**config.mk**
```make
export PLATFORM = sky130hd
export DESIGN_NAME = exec_cc_ctrl
export DESIGN_NICKNAME = d
export VERILOG_FILES = /design/src/rtl/exec_cc_ctrl.sv
export SDC_FILE = /design/constraint.sdc
export NUM_CORES = 1
export LEC_CHECK = 0
export ABC_AREA = 1
export CAP_MARGIN = 10
export CELL_PAD_IN_SITES_DETAIL_PLACEMENT = 2
export CELL_PAD_IN_SITES_GLOBAL_PLACEMENT = 2
export CORE_AREA = 3 3 182 184
export DETAILED_ROUTE_END_ITERATION = 6
export DIE_AREA = 0 0 185 187
export GPL_TIMING_DRIVEN = 0
export PLACE_DENSITY_LB_ADDON = 0.08
export SETUP_SLACK_MARGIN = 0.15
export SLEW_MARGIN = 5
export SYNTH_ARGS = -nofsm -noshare
export SYNTH_HDL_FRONTEND = slang
export SYNTH_SLANG_ARGS = --single-unit
```
**constraint.sdc**
```tcl
create_clock -name clk -period 5 [get_ports clk]
set_input_delay 1.5 -clock clk [delete_from_list [all_inputs] [get_ports clk]]
set_output_delay 1.5 -clock clk [all_outputs]
set_load 0.01 [all_outputs]
```
**src/rtl/exec_cc_ctrl.sv**
```systemverilog
// Y86-64 execute-stage control: ALU operand/control decode, ZF/SF/OF condition-code
// register, and jXX/cmovXX condition evaluation.
module exec_cc_ctrl (
   input  logic        clk,
   input  logic        reset,
   input  logic        valid,
   input  logic        exc_block,
   input  logic [3:0]  icode,
   input  logic [3:0]  ifun,
   input  logic [63:0] val_a,
   input  logic [63:0] val_b,
   input  logic [63:0] val_c,
   output logic [1:0]  alu_ctrl,
   output logic [63:0] alu_a,
   output logic [63:0] alu_b,
   input  logic [63:0] alu_out,
   input  logic        alu_ovf,
   output logic [63:0] val_e,
   output logic        zf,
   output logic        sf,
   output logic        of,
   output logic        cnd,
   output logic        bad_cond
);

   typedef enum logic [3:0] {
      I_HALT   = 4'h0,
      I_NOP    = 4'h1,
      I_RRMOVQ = 4'h2,
      I_IRMOVQ = 4'h3,
      I_RMMOVQ = 4'h4,
      I_MRMOVQ = 4'h5,
      I_OPQ    = 4'h6,
      I_JXX    = 4'h7,
      I_CALL   = 4'h8,
      I_RET    = 4'h9,
      I_PUSHQ  = 4'hA,
      I_POPQ   = 4'hB
   } icode_e;

   localparam logic [63:0] STACK_DEC = 64'hFFFF_FFFF_FFFF_FFF8;
   localparam logic [63:0] STACK_INC = 64'h0000_0000_0000_0008;

   logic set_cc;

   assign set_cc = valid & (icode == I_OPQ) & ~exc_block;
   assign val_e  = alu_out;

   // NOTE: every always_comb output gets a default first so no path can infer a latch.
   always_comb begin
      alu_ctrl = 2'b00;
      alu_a    = '0;
      alu_b    = '0;
      if (icode == I_OPQ)
         alu_ctrl = ifun[1:0];
      case (icode)
         I_RRMOVQ, I_OPQ:           alu_b = val_a;
         I_IRMOVQ, I_RMMOVQ,
         I_MRMOVQ:                  alu_b = val_c;
         I_CALL, I_PUSHQ:           alu_b = STACK_DEC;
         I_RET, I_POPQ:             alu_b = STACK_INC;
         default:                   alu_b = '0;
      endcase
      case (icode)
         I_RMMOVQ, I_MRMOVQ, I_OPQ,
         I_CALL, I_RET, I_PUSHQ,
         I_POPQ:                    alu_a = val_b;
         default:                   alu_a = '0;
      endcase
   end

   // NOTE: state registers use non-blocking assignments so all flags update together at the edge.
   always_ff @(posedge clk) begin
      if (reset) begin
         zf <= 1'b1;
         sf <= 1'b0;
         of <= 1'b0;
      end else if (set_cc) begin
         zf <= (alu_out == 64'd0);
         sf <= alu_out[63];
         of <= alu_ovf;
      end
   end

   // Conditions read the registered flags, i.e. the last completed OPq.
   always_comb begin
      cnd      = 1'b0;
      bad_cond = 1'b0;
      if (valid && (icode == I_RRMOVQ || icode == I_JXX)) begin
         case (ifun)
            4'h0:    cnd = 1'b1;
            4'h1:    cnd = (sf ^ of) | zf;
            4'h2:    cnd = sf ^ of;
            4'h3:    cnd = zf;
            4'h4:    cnd = ~zf;
            4'h5:    cnd = ~(sf ^ of);
            4'h6:    cnd = ~(sf ^ of) & ~zf;
            default: bad_cond = 1'b1;
         endcase
      end
   end

endmodule
```
==> After elaboration in Yosys (flattened, before gate mapping) <==
Index checks and enable logic that the tools add are counted.
{ "word_totals": {"regBits": 3, "input_bits": 269, "output_inout_bits": 199, "wordCells": 44} }
{ "classes": {"n_eq_ne": 16, "muxes": 7, "bitwise": 8, "n_reduce_logical": 10} }
{ "ops": {"columns": ["operator", "count"], "rows": [
  ["one-hot mux 64 bit (4 select lines)", 1],
  ["zero test 64 bit", 1],
  ["two-way mux 64 bit", 1],
  ["equality test 4 x 3 -> 1 bit (second input constant)", 7],
  ["equality test 4 x 2 -> 1 bit (second input constant)", 4],
  ["equality test 4 bit (second input constant)", 4],
  ["OR reduction 7 bit", 2],
  ["one-hot mux 1 bit (7 select lines)", 1],
  ["OR reduction 2 bit", 3],
  ["equality test 4 x 1 -> 1 bit (second input constant)", 1],
  ["zero test 4 bit", 1],
  ["bitwise AND 1 bit", 3],
  ["two-way mux 1 bit", 3],
  ["inverter 1 bit", 3],
  ["OR reduction 3 bit", 1],
  ["two-way mux 2 bit", 1],
  ["logical AND 1 bit", 1],
  ["logical OR 1 bit", 1],
  ["bitwise OR 1 bit", 1],
  ["XOR 1 bit", 1]
]} }

==> Depth between registers and ports, before layout <==
{ "logic_depth": {"depth_word": 5, "depth_mapped": 7, "ltp_nobuf": 7} }

==> Worst setup path after synthesis <==
Ideal clock, no wire load.
{ "synth_path": {"kind": "input port to output port", "startpoint": "input icode[2]", "endpoint": "output alu_b[11]", "arrival_ps": 2263, "required_time_ps": 3500, "setup_slack_ps": 1237, "path_stages": 4, "n_path_buf": 1, "cell_sequence": "a21oi_2 > buf_1 > nand3_1 > nand3_1"} }
{ "synth_via": {"elab_chain_cells": 3, "elab_cells_between_ends": 14, "cone_classes": "9 x eq/ne; 1 x mux; 4 x reduce/logical"} }
{ "synth_rtl": {"columns": ["element", "line_no", "rtl"], "rows": [
  ["start, declared", "8", "input logic [3:0] icode,"],
  ["equality test 4 x 3 -> 1 bit, or another cell as far along", "56", "case (icode)"],
  ["OR reduction 3 bit / OR reduction 2 bit (equally long branches)", "56", null],
  ["one-hot mux 64 bit (4 select lines) (*)", "56", null],
  ["end, declared", "15", "output logic [63:0] alu_b,"]
]} }
Every way passes the cells marked *; elsewhere a longest branch is shown, timed or not.

==> Worst setup path in the final report <==
{ "layout_path": {"startpoint": "input icode[0]", "endpoint": "output alu_b[9]"} }
The elaborated chain is that of the path after synthesis.

==> metrics <==
num ports=468; Final Util=25.6%; crit path from=icode[0]; syn_area_per_cell=4.96 um2; worst hold path class=flop to flop; hold_sp=sf; GRT busiest layer=met2; FF+latch count, synth=3; VDD IR max=0.0816 mV; Final min period=4.80 ns; setup slack, reg-to-reg=4.34 ns; placer congestion estimate=0.723; Root Driver=clkbuf_16; Hold Fails Final Rpt=0; routed vias=5321; Worst-path clk slew=0.03 ns; Layout Cells excl Fill=1415; area post-placement=7810 um2; Setup WS post-layout=0.199 ns; Placed Cells=1401; final WL=24.7 mm; DRT Pass-1 Iters=4; GRT met1 Usage=12.5%; Clock Sinks=3; Worst-Skew Late Latency=0.22 ns; Synthesized Nets=801; Inserted Clock Buffers=3; cell taking the most area after synthesis=nand3_1; unrepaired setup endpoints after global routing=yes; starting density of the core=8.35%; Die H=187 um; synthesized area=2640 um2; DRC viols=0; Power Density=108 nW/um2; pre-CTS WS=-0.312 ns; Total Nets Final=1281; row cnt=65; synthesis-to-finish area growth=207%; grt met2 use=27.1%; drt via density=3.76; max-slew violations=0; Overall Power=0.872 mW; crit path capture=alu_b[9]; Slew Limit Headroom=79.8%; post-synth top area share=35.9%; Mapped Cells=532; Max FO, Critical Path=10; IO Port Bufs=467; Core ar.=31600 um2; Storage cell area=60.1 um2; chip width=185 um; initial antenna violation count=3; most frequent cells in the layout=clkdlybuf4s50_1, nand3_1, nor2_1; FF-to-FF End=zf; Total GRT Usage=13.2%; Sum Neg Setup Slack=0 ns; Worst EP required=3.50 ns; TritonCTS clock tree=built; Yosys warning total=0; crit path kind=primary input to output port; DRT antenna net count=0; fraction of layout cells with a size suffix above 1=12.0%; Worst EP arrival=3.30 ns; Fin Hold WS=0.490 ns; global route total overflow=0; sequential share of the synthesized area=2.28%; fin area=8090 um2; clk buf depth=2; die area=34600 um2; crit end category=output port; cells on worst reg2reg path=2; first-pass GRT wire length=35.2 mm; M3 GR Usage=4.34%; static leakage=3.69 nW; WL/cell=17.4 um; H-tree levels=1; commonest non-fill, non-tap cell in the layout=clkdlybuf4s50_1; area of the multi-input gates=1650 um2; largest net degree at the start of global routing=11; Synth area leaders=nand3_1, buf_4, nor2_1, inv_1, nand2_1; Slew @ Worst Pin=0.301 ns; post-synth cell types=19; vias in the first global route=5729; fmax=208 MHz; DRT iter0 DRCs=89; clk_skew=0 ns; MaxCap Viol Count=0; fin crit share=96.0%; fill cell total of the finished layout=3766; DP Wirelength=21.9 mm; outcome=finished clean; Startpoint Class=primary input; setup violators final=0; r2r startpoint=zf
[Yosys cell counts]
cell type  instances
nand3_1          189
nor2_1           113
inv_1             73
buf_4             64
nand2_1           34
buf_2             17
buf_1              7
clkbuf_1           7
a21oi_1            6
buf_6              6
nand4_1            4
dfxtp_1            3
nor3_1             2
o21ai_0            2
a21oi_2            1
a21oi_4            1
a31oi_1            1
inv_2              1
xor2_1             1
[registers in the layout (all words and copies together) (netlist names)]
signal  count
sf          1
of          1
zf          1
[worst min path at each step]
stage	end	slack (ns)	cells past startpoint
2_1_floorplan	of	0.50	2
3_3_place_gp	sf	0.48	2
3_5_place_dp	sf	0.48	2
6_report	sf	0.49	2
4_1_cts	sf	0.50	2
5_1_grt	of	0.53	2
[report_power, final]
part,internal (mW),switching [mW]
clock network,0.105,0.0218
logic,0.446,0.275
registers,0.0243,0.000226
[cell type report]
type | count | share of cell area, %
Clock buffer | 4 | 0.974
Buffer | 101 | 9.37
Timing Repair Buffer | 474 | 58.7
Sequential cell | 3 | 0.742
Antenna cell | 2 | 0.0619
Multi-Input combinational cell | 355 | 20.4
Tap cell | 402 | 6.22
Inverter | 74 | 3.46
[kinds of logic after synthesis]
group | synth area share, %
simple gates | 58.1
buf+inv | 36.5
xor+xnor | 0.332
flops | 2.28
compound gates | 2.71
[critical path: stages]
cell	delay [ns]
clkdlybuf4s50_1	0.44
inv_1	0.15
nand2_2	0.10
inv_4	0.13
clkbuf_4	0.22
nand3_1	0.09
nand3_1	0.09
clkdlybuf4s50_1	0.57
[metal layers]
metal	vias up	part of all wire, %
met3	10	10
met5	-	0
li1	2605	-
met4	0	0.94
met1	2453	34
met2	253	55
[what timing repair did]
item / in CTS / in global routing
cloned: 0 / 1
hold buffers: 0 / 0
endpoints found under the setup margin: 127 / 56
resized for setup: 57 / 20
endpoints found under the hold margin: 0 / 0
pin swaps: 2 / 0
setup buffers: 6 / 1
Power figures use the tool's default switching activity.
==> RTL edit 1, RTL diff (same flow settings) <==
Put a register stage on the output `alu_b`, cleared by the reset. The value now appears one clock later. The other outputs are not delayed to match.
--- a/src/rtl/exec_cc_ctrl.sv
+++ b/src/rtl/exec_cc_ctrl.sv
@@ -41,6 +41,8 @@
    localparam logic [63:0] STACK_DEC = 64'hFFFF_FFFF_FFFF_FFF8;
    localparam logic [63:0] STACK_INC = 64'h0000_0000_0000_0008;
 
+   logic [63:0] alu_b_d;
+
    logic set_cc;
 
    assign set_cc = valid & (icode == I_OPQ) & ~exc_block;
@@ -50,16 +52,16 @@
    always_comb begin
       alu_ctrl = 2'b00;
       alu_a    = '0;
-      alu_b    = '0;
+      alu_b_d  = '0;
       if (icode == I_OPQ)
          alu_ctrl = ifun[1:0];
       case (icode)
-         I_RRMOVQ, I_OPQ:           alu_b = val_a;
+         I_RRMOVQ, I_OPQ:           alu_b_d = val_a;
          I_IRMOVQ, I_RMMOVQ,
-         I_MRMOVQ:                  alu_b = val_c;
-         I_CALL, I_PUSHQ:           alu_b = STACK_DEC;
-         I_RET, I_POPQ:             alu_b = STACK_INC;
-         default:                   alu_b = '0;
+         I_MRMOVQ:                  alu_b_d = val_c;
+         I_CALL, I_PUSHQ:           alu_b_d = STACK_DEC;
+         I_RET, I_POPQ:             alu_b_d = STACK_INC;
+         default:                   alu_b_d = '0;
       endcase
       case (icode)
          I_RMMOVQ, I_MRMOVQ, I_OPQ,
@@ -100,4 +102,12 @@
       end
    end
 
+   always_ff @(posedge clk) begin
+      if (reset) begin
+         alu_b <= '0;
+      end else begin
+         alu_b <= alu_b_d;
+      end
+   end
+
 endmodule
Function: changed (a bounded check fails within 4 cycles, from zero or initial values and one cycle with reset high).
==> RTL edit 1 against the original RTL <==
Wire length up 12%; cell area increased by 18%; fmax down 0.83%; power increased by 120%; worst setup slack got worse by 40 ps; sequential cell count grew 64; non-clock buffer count decreased by 13; synthesized cell count is 11% higher; area after synthesis up 46%; first-iteration DRC count up 2.2%; clock skew is the same; clock power grew to 5.2 times the old value; largest cell class unchanged.
==> RTL edit 1: results (changes against the original RTL) <==
| Metric | Value |
|---|---|
| Post-DR wirelength/cell | 18.6 µm (+6.9%) |
| XOR/XNOR share of the synthesized area | 0.00227 (-0.00105) |
| H-Tree Depth | 3 (+2) |
| Non-clk buf share | 0.578 (-0.103) |
| Placed Area | 9020 µm² (+16%) |
| Final #Nets | 1340 (+4.6%) |
| Commonest cells in the netlist | 131 x a21oi_1, 113 x nor2_1, 90 x nand2_1 |
| Non-Filler Instances | 1477 (+4.4%) |
| Synth Area in Compound Gates | 0.177 (+0.150) |
| Peak VDD IR | 128 µV (+57%) |
| Non-clk bufs | 562 (-2.3%) |
| Clock Latency Late Sink | 330 ps (+110 ps) |
| Layout clock buffer count | 12 (+8) |
| Number of fill cells in the layout | 3654 (-3.0%) |
| Worst hold path type | flip-flop to flip-flop |
| Worst-margin pin slew | 628 ps (+327 ps) |
| Post-Syn Instances | 592 (+11%) |
| Layout cells sized above 1 | 0.113 (-0.00702) |
| Cell area power density | 198 nW/µm² (+84%) |
| Vias in the first global route | 6082 (+6.2%) |
| Reg clk slew, reported paths | 60 ps (+30 ps) |
| Sequential fraction of the synthesis area | 0.348 (+0.325) |
| Seq_cells | 67 (+64) |
| Hold Startpoint | of |
| Worst Hold End | of |
| Initial DRC Count | 91 (+2.2%) |
| Mapped Area | 3860 µm² (+46%) |
| Number of port buffers | 466 (-0.21%) |
| Comb power | 0.000649 W (-9.9%) |
| ANT cells | 1 (-1) |
| Flop2flop setup slack | 4360 ps (+20 ps) |
| Post-cts sizing count | 16 (-72%) |
| Initial antenna violation count | 3 (unchanged) |
| Final RePlAce weighted congestion | 0.731 (+1.1%) |
| Synth async-reset ratio | 0 (unchanged) |
| Final clock-cell share | 0.0317 (+0.0219) |
| First-pass GRT wire length | 39.2 mm (+11%) |
| Leakage | 4.62 nW (+25%) |
| Clock power share | 0.353 (+0.207) |
| CTS buffer count | 9 (+6) |
| Multi-input gate count | 357 (+0.56%) |
| Finished Cell Area | 9530 µm² (+18%) |
| Status | completed |
| Total track usage | 0.152 (+0.0195) |
| Dpl ws | -158 ps (+154 ps) |
| Pint | 0.00139 W (+140%) |
| Dpl hpwl | 23.5 mm (+7.6%) |
| Synth cell types | 20 (+1) |
| Syn Nets | 861 (+7.5%) |
| Vias/cell | 3.76 (-0.11%) |
| Postcts setup bufs | 0 (-6) |
| Synth area leaders | dfxtp_1 35%, a21oi_1 17%, buf_4 12% |
| Multi-input gate area | 1600 µm² (-3.4%) |
-- RTL edit 1: cell types whose count changed after synthesis, moves of 2 or more --
| cell | change |
|---|---|
| a21oi_1 | +125 |
| buf_1 | -7 |
| dfxtp_1 | +64 |
| nand2_1 | +56 |
| nand2_2 | +6 |
| nand3_1 | -187 |
| nor2_4 | +2 |
-- RTL edit 1: per-layer routing --
metal  track usage  vias to the layer above  share of wire
li1              -                     2728              -
met1         0.151                     2544           0.36
met2         0.292                      251           0.53
met3        0.0636                       21           0.10
met4        0.0263                        4          0.011
met5             0                        -        0.00076
-- RTL edit 1: worst max-delay path by stage --
stage                         from  depth (start not counted)        end
after floorplan           icode[3]                          6  alu_a[10]
after global placement    icode[3]                          8  alu_a[34]
after detailed placement  icode[3]                          8  alu_a[61]
after CTS                 icode[0]                          8  alu_a[48]
after global routing      icode[0]                          9  alu_a[43]
final                     icode[0]                          9  alu_a[43]
==> RTL edit 2, RTL diff (same settings) <==
Made on the original files. Reset style: asynchronous (`reset`), changed in one clocked block.
--- a/src/rtl/exec_cc_ctrl.sv
+++ b/src/rtl/exec_cc_ctrl.sv
@@ -70,7 +70,7 @@
    end
 
    // NOTE: state registers use non-blocking assignments so all flags update together at the edge.
-   always_ff @(posedge clk) begin
+   always_ff @(posedge clk or posedge reset) begin
       if (reset) begin
          zf <= 1'b1;
          sf <= 1'b0;
Formal check against the unedited RTL: differs if reset is asserted again (counterexample within 4 cycles, from zero or initial values and one cycle with reset high); with reset held inactive, the same outputs for 10 cycles.
==> RTL edit 2 against the original RTL <==
Combinational power decreased by 5.1%; wire length decreased by 6.6%; worst setup slack got worse by 3.1 ps; via count decreased by 8.9%; global-route usage decreased by 0.91 points; cell area decreased by 1.9%; worst hold slack improved by 6.1 ps; power decreased by 3.4%; sequential cell count unchanged; area after synthesis decreased by 7.0%; first-iteration DRC count decreased by 44%; clock skew unchanged; die area unchanged.
==> RTL edit 2: results (changes against the original RTL) <==
| Metric | Value |
|---|---|
| Worst slew margin | 0.802 (+0.00361) |
| Worst Hold End | zf |
| Multi-input gate area | 1450 µm² (-12%) |
| Vias in the first global route | 5445 (-5.0%) |
| Top FF cell, synth | dfrtp_1 |
| Vias post-DR | 4849 (-8.9%) |
| Placed Area | 7630 µm² (-2.4%) |
| Final setup viols | 0 (unchanged) |
| CP max FO | 7 (-3) |
| Initial DRC Count | 50 (-44%) |
| Synth area leaders | nand2_1 24%, buf_4 20%, nor2_1 17% |
| Hold Startpoint | zf |
| Sequential fraction of the synthesis area | 0.0311 (+0.00836) |
| Dpl hpwl | 20.9 mm (-4.4%) |
| Number of fill cells in the layout | 3756 (-0.27%) |
| Post-DR wirelength/cell | 16.5 µm (-5.3%) |
| Leakage | 4.24 nW (+15%) |
| Final RePlAce weighted congestion | 0.710 (-1.8%) |
| Peak VDD IR | 50.0 µV (-39%) |
| Layout cells sized above 1 | 0.105 (-0.0150) |
| Status | completed |
| First-pass iteration count of the detailed router | 4 (unchanged) |
| RR Endpoint | zf |
| Flop2flop setup slack | 4260 ps (-80 ps) |
| Worst Hold Depth | 2 (unchanged) |
| Final #Nets | 1263 (-1.4%) |
| First-pass GRT wire length | 32.7 mm (-7.4%) |
| FP Rows | 65 (unchanged) |
| Total track usage | 0.123 (-0.00912) |
| Synth async-reset ratio | 1.00 (+1.00) |
| Commonest cells in the netlist | 154 x nand2_1, 112 x nor2_1, 76 x inv_1 |
| Postcts setup bufs | 4 (-2) |
| Initial antenna violation count | 1 (-2) |
| Post-cts sizing count | 41 (-28%) |
| Syn Nets | 787 (-1.7%) |
| Reg2reg start | zf |
| Slowest cell delay on critical path | 490 ps (-80 ps) |
## RTL edit 2: worst reg2reg max path, stage by stage (launching register included)
cell and delay, ps:
dfstp_2 550, nand2_1 60, nand2_1 70
## RTL edit 2: worst max path at each step
stage | end | cells after the start | slack (ps)
after floorplan | alu_b[10] | 7 | 1330
after global placement | alu_b[52] | 9 | -70
after detailed placement | alu_b[53] | 9 | -70
after CTS | alu_b[33] | 9 | 140
after global routing | alu_b[18] | 10 | 60
final | alu_b[2] | 9 | 200
## RTL edit 2: kinds of logic after synthesis
group / count (synthesis) / synth area share
compound gates: 13 / 0.0357
flops: 3 / 0.0311
simple gates: 334 / 0.548
xor+xnor: 1 / 0.00357
buf+inv: 167 / 0.381
## RTL edit 2: power by group
part,switching [W],total (W),internal [W],leakage (nW)
Combinational,0.000253,0.000683,0.000430,4.16
Sequential,0.00000362,0.0000311,0.0000275,0.0363
Clock,0.0000231,0.000128,0.000105,0.0382
## RTL edit 2: metrics by stage
stage          instances  setup WS [ps]  power [W]  hold slack (ps)
6_report            1396            196   0.000842              496
5_1_grt             1396           61.5   0.000910              523
4_1_cts             1395            138   0.000871              506
3_5_place_dp        1387          -68.5   0.000737              501
3_3_place_gp        1387          -67.3   0.000736              497
2_1_floorplan        518           1330   0.000246              486
## RTL edit 2: routing by layer
metal  global-route usage  vias to the layer above  wire (µm)  share of wire
met4               0.0101                        0        158         0.0069
met2                0.250                      245      12500           0.54
met5                    0                        -          0              0
li1                     -                     2434          -              -
met3               0.0552                       10       2630           0.11
met1                0.114                     2160       7790           0.34
## RTL edit 2: layout make-up
class                      count  share of cell area
sequential                     3             0.00962
clock buffer                   4             0.00994
antenna                        1            0.000315
buffer                        88              0.0880
multi-input combinational    348               0.183
timing repair buffer         471               0.607
inverter                      79              0.0386
tap                          402              0.0634
